`config.mk`:
```
export PLATFORM = sky130hd
export DESIGN_NAME = volume_scaler_flat
export DESIGN_NICKNAME = d
export VERILOG_FILES = /design/src/rtl/volume_scaler_if.sv /design/src/rtl/volume_scaler.sv /design/src/flat_wrapper.sv
export SDC_FILE = /design/constraint.sdc
export NUM_CORES = 1
export LEC_CHECK = 0
export ABC_AREA = 1
export CORE_MARGIN = 4
export CORE_UTILIZATION = 60
export CTS_BUF_LIST = sky130_fd_sc_hd__clkbuf_8
export DETAILED_ROUTE_END_ITERATION = 10
export PLACE_DENSITY = 0.85
export SLEW_MARGIN = 20
export SYNTH_ARGS = -nofsm -noshare
export SYNTH_HDL_FRONTEND = slang
export SYNTH_SLANG_ARGS = --single-unit
```
`constraint.sdc`:
```
create_clock -name clk -period 5.04 [get_ports clk]
set_input_delay 1.512 -clock clk [delete_from_list [all_inputs] [get_ports clk]]
set_output_delay 1.512 -clock clk [all_outputs]
set_load 0.005 [all_outputs]
```
`src/rtl/volume_scaler_if.sv`:
```
// Sample stream, volume controls and gain-ROM connection for volume_scaler.
// The master side is the source/ROM; the slave side is the scaler itself.
interface volume_scaler_if #(
  parameter int SAMPLE_W = 16
);
  logic                       vol_up;
  logic                       vol_down;
  logic                       mute;
  logic signed [SAMPLE_W-1:0] sample_in;
  logic                       sample_in_valid;
  logic [3:0]                 rom_addr;
  logic [7:0]                 rom_dout;
  logic signed [SAMPLE_W-1:0] sample_out;
  logic                       sample_out_valid;
  logic [3:0]                 level;

  modport master (
    output vol_up, vol_down, mute, sample_in, sample_in_valid, rom_dout,
    input  rom_addr, sample_out, sample_out_valid, level
  );

  modport slave (
    input  vol_up, vol_down, mute, sample_in, sample_in_valid, rom_dout,
    output rom_addr, sample_out, sample_out_valid, level
  );
endinterface

```
`src/rtl/volume_scaler.sv`:
```
// Volume target/ramp control driving the linear gain ROM, plus a two-stage
// sample x gain datapath (capture, then multiply and drop the 8 fraction bits).
module volume_scaler #(
  parameter int SAMPLE_W = 16,
  parameter int RAMP_DIV = 4
) (
  input  logic clk,
  input  logic reset_n,
  volume_scaler_if.slave bus
);
  localparam int              CW       = (RAMP_DIV > 1) ? $clog2(RAMP_DIV) : 1;
  localparam int              PW       = SAMPLE_W + 9;
  localparam logic [CW-1:0]   CNT_LAST = CW'(RAMP_DIV - 1);
  localparam logic [3:0]      LVL_RST  = 4'd8;

  logic [3:0]                 target_q, target_d;
  logic [3:0]                 cur_q, cur_d;
  logic [3:0]                 eff_tgt;
  logic [CW-1:0]              cnt_q, cnt_d;
  logic                       ramp_tick;

  logic signed [SAMPLE_W-1:0] s1_smp_q, s1_smp_d;
  logic [7:0]                 s1_gain_q, s1_gain_d;
  logic signed [SAMPLE_W-1:0] out_q, out_d;
  logic [1:0]                 vld_pipe_q, vld_pipe_d;

  logic signed [PW-1:0]       mul_a, mul_b, prod;
  logic                       unused_prod;

  // Simultaneous up/down cancel; saturate at both ends.
  always_comb begin
    target_d = target_q;
    if (bus.vol_up && !bus.vol_down && target_q != 4'd15)
      target_d = target_q + 4'd1;
    else if (bus.vol_down && !bus.vol_up && target_q != 4'd0)
      target_d = target_q - 4'd1;
  end

  assign eff_tgt   = bus.mute ? 4'd0 : target_q;
  assign ramp_tick = bus.sample_in_valid && (cnt_q == CNT_LAST);

  // The counter free-runs on accepts even when no step is pending, so a
  // retarget mid-ramp keeps the step cadence.
  always_comb begin
    cnt_d = cnt_q;
    if (bus.sample_in_valid)
      cnt_d = ramp_tick ? '0 : cnt_q + CW'(1);
  end

  always_comb begin
    cur_d = cur_q;
    if (ramp_tick) begin
      if (cur_q < eff_tgt)
        cur_d = cur_q + 4'd1;
      else if (cur_q > eff_tgt)
        cur_d = cur_q - 4'd1;
    end
  end

  // rom_dout still reflects the pre-step level on the accept cycle.
  always_comb begin
    s1_smp_d  = s1_smp_q;
    s1_gain_d = s1_gain_q;
    if (bus.sample_in_valid) begin
      s1_smp_d  = bus.sample_in;
      s1_gain_d = bus.rom_dout;
    end
  end

  assign mul_a = {{9{s1_smp_q[SAMPLE_W-1]}}, s1_smp_q};
  assign mul_b = {{(SAMPLE_W+1){1'b0}}, s1_gain_q};
  assign prod  = mul_a * mul_b;
  assign unused_prod = ^{prod[PW-1], prod[7:0]};

  always_comb begin
    out_d = out_q;
    if (vld_pipe_q[0])
      out_d = prod[SAMPLE_W+7:8];
  end

  assign vld_pipe_d = {vld_pipe_q[0], bus.sample_in_valid};

  always_ff @(posedge clk or negedge reset_n) begin
    if (!reset_n) begin
      target_q   <= LVL_RST;
      cur_q      <= LVL_RST;
      cnt_q      <= '0;
      s1_smp_q   <= '0;
      s1_gain_q  <= '0;
      out_q      <= '0;
      vld_pipe_q <= '0;
    end else begin
      target_q   <= target_d;
      cur_q      <= cur_d;
      cnt_q      <= cnt_d;
      s1_smp_q   <= s1_smp_d;
      s1_gain_q  <= s1_gain_d;
      out_q      <= out_d;
      vld_pipe_q <= vld_pipe_d;
    end
  end

  assign bus.rom_addr         = cur_q;
  assign bus.level            = cur_q;
  assign bus.sample_out       = out_q;
  assign bus.sample_out_valid = vld_pipe_q[1];
endmodule

```
`src/flat_wrapper.sv`:
```
// flat-port wrapper written by rule: the top's interface ports become plain ports
module volume_scaler_flat 
#(
  parameter int SAMPLE_W = 16,
  parameter int RAMP_DIV = 4
)
  (clk, reset_n, bus_vol_up, bus_vol_down, bus_mute, bus_sample_in, bus_sample_in_valid, bus_rom_dout, bus_rom_addr, bus_sample_out, bus_sample_out_valid, bus_level);
  volume_scaler_if #(.SAMPLE_W(SAMPLE_W)) bus_i ();
  input  logic clk;
  input  logic reset_n;
  input wire logic [$bits(bus_i.vol_up)-1:0] bus_vol_up;
  input wire logic [$bits(bus_i.vol_down)-1:0] bus_vol_down;
  input wire logic [$bits(bus_i.mute)-1:0] bus_mute;
  input wire logic [$bits(bus_i.sample_in)-1:0] bus_sample_in;
  input wire logic [$bits(bus_i.sample_in_valid)-1:0] bus_sample_in_valid;
  input wire logic [$bits(bus_i.rom_dout)-1:0] bus_rom_dout;
  output wire logic [$bits(bus_i.rom_addr)-1:0] bus_rom_addr;
  output wire logic [$bits(bus_i.sample_out)-1:0] bus_sample_out;
  output wire logic [$bits(bus_i.sample_out_valid)-1:0] bus_sample_out_valid;
  output wire logic [$bits(bus_i.level)-1:0] bus_level;
  assign bus_i.vol_up = bus_vol_up;
  assign bus_i.vol_down = bus_vol_down;
  assign bus_i.mute = bus_mute;
  assign bus_i.sample_in = bus_sample_in;
  assign bus_i.sample_in_valid = bus_sample_in_valid;
  assign bus_i.rom_dout = bus_rom_dout;
  assign bus_rom_addr = bus_i.rom_addr;
  assign bus_sample_out = bus_i.sample_out;
  assign bus_sample_out_valid = bus_i.sample_out_valid;
  assign bus_level = bus_i.level;
  volume_scaler #(.SAMPLE_W(SAMPLE_W), .RAMP_DIV(RAMP_DIV)) u_core (.clk(clk), .reset_n(reset_n), .bus(bus_i));
endmodule
```
### After elaboration in Yosys (flattened, before gate mapping)

Cells that the tools add are included.

| storage, ports and cells | value |
|---|---|
| output and inout port bits | 25 |
| word-level logic and storage cells | 34 |
| input bits | 30 |
| bits in registers | 52 |

| cells by class | value |
|---|---|
| muxes and demuxes | 6 |
| order comparisons | 2 |
| eq/ne operators | 2 |
| add/sub/neg operators | 5 |
| reductions and logical operators | 11 |
| multipliers | 1 |

Operator list:

| operator | number |
|---|---|
| 16-bit by 9-bit multiplier with 24-bit output | 1 |
| 4-bit two-way mux | 5 |
| 4-bit by 1-bit adder with 4-bit output, second input constant | 2 |
| 4-bit by 1-bit subtractor with 4-bit output, second input constant | 2 |
| 1-bit logical AND | 5 |
| 4-bit > comparator | 1 |
| 4-bit < comparator | 1 |
| 4-bit != test, second input constant | 1 |
| 2-bit nonzero test | 2 |
| 4-bit nonzero test | 1 |
| 2-bit by 1-bit adder with 2-bit output, second input constant | 1 |
| 2-bit equality test, second input constant | 1 |
| 1-bit logical NOT | 2 |
| 2-bit two-way mux | 1 |
| 2-bit AND reduction | 1 |

### Logic depth before layout (Yosys ltp)

Gate-level depths: netlist of run 1.

| depth | value |
|---|---|
| depth in word-level cells | 5 |
| mapped depth | 24 |
| gate-level depth less buffers | 22 |

### Worst setup path after synthesis of run 1

Ideal clock, no wire load.

| timing path | value |
|---|---|
| path kind | register -> register |
| start | register u_core.s1_gain_q[3] |
| end | register u_core.out_q[10] (netlist: u_core.bus.sample_out[10]) |
| period minus slack after synthesis | 4.360 ns |
| arrival time | 4.242 ns |
| stages on the path, launching flop included | 21 |
| path slack | 0.680 ns |
| required time | 4.923 ns |
| setup time | 0.117 ns |
| path buffers | 2 |
| cells stage by stage | dfrtp_1 clkbuf_1 clkbuf_1 nand2_1 fa_1 inv_1 fa_1 fa_1 inv_1 fa_1 inv_1 ha_1 nand2_1 nor2_1 nor2_1 nand2_2 nand3_1 nand2_1 or2_1 nand3_1 nand2_1 |

| between the ends | value |
|---|---|
| longest elaborated chain between the ends | 1 |

RTL lines:

| item | RTL line | source |
|---|---|---|
| from (decl) | volume_scaler.sv:23 | `logic [7:0] s1_gain_q, s1_gain_d;` |
| from (signal assigned) | volume_scaler.sv:97 | `s1_gain_q <= s1_gain_d;` |
| 16-bit by 9-bit multiplier with 24-bit output | volume_scaler.sv:72 | `assign prod = mul_a * mul_b;` |
| to (signal assigned) | volume_scaler.sv:98 | `out_q <= out_d;` |
| to (decl) | volume_scaler.sv:24 | `logic signed [SAMPLE_W-1:0] out_q, out_d;` |

Every way passes these cells.
A chain may end at the register's enable or synchronous reset.

### Final worst setup path of run 1

| timing path | value |
|---|---|
| start | register u_core.s1_gain_q[3] |
| end | register u_core.out_q[13] (netlist: u_core.bus.sample_out[13]) |

The elaborated chain is that of the path after synthesis.

==> flow_metrics.py, run 1 <==
metrics = {
    "logic_synthesis": {
        "synth_edf_count": 0,
        "yosys.area.top_type_share_pct": 28.8,
        "yosys_most_used_dff": "dfrtp_1",
        "synthXorXnorAreaFrac_pct": 2.49,
        "synth_mux_area_share_pct": 4.00,
        "synth_seq_cells": 52,
        "synth-async-reset-ratio_pct": 100,
        "synth.most_common_cell": "inv_1",
        "synth_area_um2": 7030,
        "seq_area_frac_synth_pct": 18.5,
        "synth_fa_ha_area_share_pct": 38.0,
        "synth.distinct_cells": 31,
        "ys_top_cells_by_count": "inv_1, nand2_1, fa_1",
        "synth_compound_area_share_pct": 3.47,
        "netlist_top_cells_area": "fa_1, dfrtp_1, inv_1",
        "syn_inst": 881,
        "yosysTopAreaCell": "fa_1",
        "synthSimpleGateAreaFrac_pct": 18.6,
        "yosysWarnings": 0,
        "syn-num-nets": 1064,
        "synth_top_family_by_area": "adder cells",
        "synth_area_per_cell_um2": 7.98,
    },
    "critical_path": {
        "critPathLaunchType": "flop",
        "required_ns": 5.27,
        "crit_chain": "nand2_2 -> inv_1 -> fa_1 -> inv_1 -> fa_1 -> inv_1 -> fa_1 -> inv_1 -> fa_1 -> inv_1 -> ha_1 -> nand2_1 -> nor2_1 -> nand2_1 -> nor2_1 -> nand4_1 -> nand3_1 -> nand2_1 -> nand3_1 -> nand2_1",
        "r2r-start": "u_core.s1_gain_q[3]$_DFFE_PN0P_",
        "r2r_slack_ns": 0.35,
        "worstReg2RegEnd": "u_core.bus.sample_out[13]$_DFFE_PN0P_",
        "reg2reg_depth": 20,
        "crit_slowest_cell": "dfrtp_4",
        "cp_num_buf_inv": 5,
        "cp_max_fo": 17,
        "end_kind": "flop",
        "slowest_delay_ns": 0.59,
        "cp_common_cell": "inv_1",
        "cp_top_family": "adder cells",
        "cp.arrival_ns": 4.92,
        "worstSetupPathType": "flop to flop",
    },
    "route": {
        "wl_per_cell_um": 13.9,
        "wl_um": 14600,
        "drc": 0,
        "drtAntennaViolNets": 0,
        "num_vias": 5480,
        "routed_via_density": 5.22,
        "first_iter_violations": 344,
        "first_pass_iters": 5,
    },
    "hold_path": {
        "min_from": "u_core.bus.sample_out[5]$_DFFE_PN0P_",
        "holdPathStages": 2,
        "hold_path.class": "flop to flop",
        "holdPathEnd": "u_core.bus.sample_out[5]$_DFFE_PN0P_",
    },
    "global_route": {
        "grt_max_degree": 34,
        "grt_overflow": 0,
        "grt_usage_pct": 24.3,
        "grt_pass1_vias": 5781,
        "antenna_found_initial": 0,
        "grt_pass1_wl_um": 26100,
    },
    "final_layout": {
        "drive_gt1_share_pct": 6.62,
        "final_design_area_no_fill_um2": 7690,
        "antennaDiodeCount": 0,
        "nets": 1088,
        "area_growth_pct": 9.36,
    },
    "placement": {
        "dp_hpwl_um": 11800,
        "place_congestion": 0.913,
        "io_buffers": 54,
        "dpl_cell_area_um2": 7590,
    },
    "clock_tree": {
        "clk_path_buf_depth": 2,
        "postCtsSetupBuffers": 0,
        "clkSinkCount": 52,
        "cts_buffers": 5,
        "clockRootBuffer": "clkbuf_8",
        "insertion_delay_ns": 0.33,
        "htreeDepth": 2,
        "clk_transition_reported_paths_ns": 0.11,
        "cts_tree": "done",
    },
    "floorplanning": {
        "die_w_um": 116,
        "die-area_um2": 13500,
        "pin_count": 55,
        "die_h_um": 116,
        "start_util_pct": 61.3,
        "core_region_area_um2": 11500,
        "row_count": 39,
    },
    "sta": {
        "setup_viol": 0,
        "whs_ns": 0.496,
        "fin_setup_tns_ns": 0,
        "fin_crit_ns": 4.69,
        "slew_violations": 0,
        "rsz0062_at_grt": "false",
        "finClkSkew_ns": 0.0101,
        "max_freq_mhz": 213,
        "fin_crit_sh_pct": 93.1,
        "tightest_slew_ns": 0.649,
        "relSlewSlack_pct": 56.7,
        "hold_violations": 0,
    },
    "run_status": {
        "outcome": "complete, no violations",
    },
    "flow_run": {
        "max_cap_viol_count": 0,
    },
}
-- kinds of logic after synthesis --
kind of cell	count (synthesis)
compound gates	46
buf+inv	269
simple gates	316
xor+xnor	20
flops	52
fa+ha+maj	153
mux	25
-- cell type report --
cell class	instances	area, um^2
clock inverter	3	25.0
clock buffer	5	68.8
inverter	227	852
sequential	52	1310
multi-input combinational	560	4680
tap	143	179
timing repair buffer	59	573
fill	892	3780
-- timing repair --
item                                    in CTS  in global routing
hold buffers                                 0                  0
endpoints found under the setup margin       0                  3
resized for setup                            0                  6
-- layer usage --
metal / global-route usage (%) / vias up / share of wire (%)
li1: - / 2607 / -
met1: 31.0 / 2669 / 40
met2: 42.8 / 172 / 52
met3: 2.69 / 32 / 5.0
met4: 9.13 / 0 / 3.4
met5: 0 / - / 0
-- through the flow --
step,setup slack [ns],utilization [%],instances
after floorplan,0.680,-,881
after global placement,0.346,66.2,1041
after detailed placement,0.300,66.2,1041
after CTS,0.220,67.0,1049
after global routing,0.0194,67.1,1049
final,0.349,67.1,1049
-- layout by cell type (no fill, tap or decap), drive strengths merged --
cell type      synthesis  routed
a21o                   3       3
a21oi                 19      19
a31oi                  3       3
buf                   13       6
clkbuf                29       5
clkdlybuf4s50          0      53
clkinvlp               0       1
dfrtp                 50      50
dfstp                  2       2
fa                   101     101
ha                    52      52
inv                  227     229
mux2                  25      25
nand2                235     235
nand3                 28      28
nand3b                 2       2
nand4                  6       6
nor2                  35      35
nor3                   6       6
nor3b                  1       1
nor4                   2       2
o21ai                 20      20
o21bai                 1       1
or2                    1       1
xnor2                 12      12
xor2                   8       8
-- state kept, by name (all words and copies together) (netlist names) --
name	flops
u_core.vld_pipe_q	2
u_core.cnt_q	2
u_core.bus.level	4
u_core.s1_smp_q	16
u_core.target_q	4
u_core.bus.sample_out	16
u_core.s1_gain_q	8
-- worst max-delay path by stage --
stage,to,slack [ns],startpoint,depth (start not counted)
finish,u_core.bus.sample_out[13]$_DFFE_PN0P_,0.35,u_core.s1_gain_q[3]$_DFFE_PN0P_,20
global route,u_core.bus.sample_out[15]$_DFFE_PN0P_,0.02,u_core.s1_gain_q[2]$_DFFE_PN0P_,18
CTS,u_core.bus.sample_out[13]$_DFFE_PN0P_,0.22,u_core.s1_gain_q[3]$_DFFE_PN0P_,20
detailed placement,u_core.bus.sample_out[14]$_DFFE_PN0P_,0.30,u_core.s1_gain_q[3]$_DFFE_PN0P_,18
global placement,u_core.bus.sample_out[14]$_DFFE_PN0P_,0.35,u_core.s1_gain_q[0]$_DFFE_PN0P_,18
floorplan,u_core.bus.sample_out[10]$_DFFE_PN0P_,0.68,u_core.s1_gain_q[3]$_DFFE_PN0P_,20
-- worst min-delay path, stage by stage, from the launching register on --
cell and delay [ns]:
dfrtp_1 0.36, nand2_1 0.06, nand2_1 0.05
Power of run 1 is not shown: default switching activity piles up to over one toggle a cycle in this logic, so the estimate is an artifact.
==> run 2, diff against run 1 <==
--- a/config.mk
+++ b/config.mk
@@ -6,12 +6,13 @@
 export NUM_CORES = 1
 export LEC_CHECK = 0
 export ABC_AREA = 1
+export CAP_MARGIN = 40
 export CORE_MARGIN = 4
 export CORE_UTILIZATION = 60
 export CTS_BUF_LIST = sky130_fd_sc_hd__clkbuf_8
 export DETAILED_ROUTE_END_ITERATION = 10
 export PLACE_DENSITY = 0.85
-export SLEW_MARGIN = 20
+export SLEW_MARGIN = 25
 export SYNTH_ARGS = -nofsm -noshare
 export SYNTH_HDL_FRONTEND = slang
 export SYNTH_SLANG_ARGS = --single-unit
==> results of run 2 <==
No change in the layout: final DEF, timing and power equal those of run 1.
Power of run 2 is left out for the same reason.
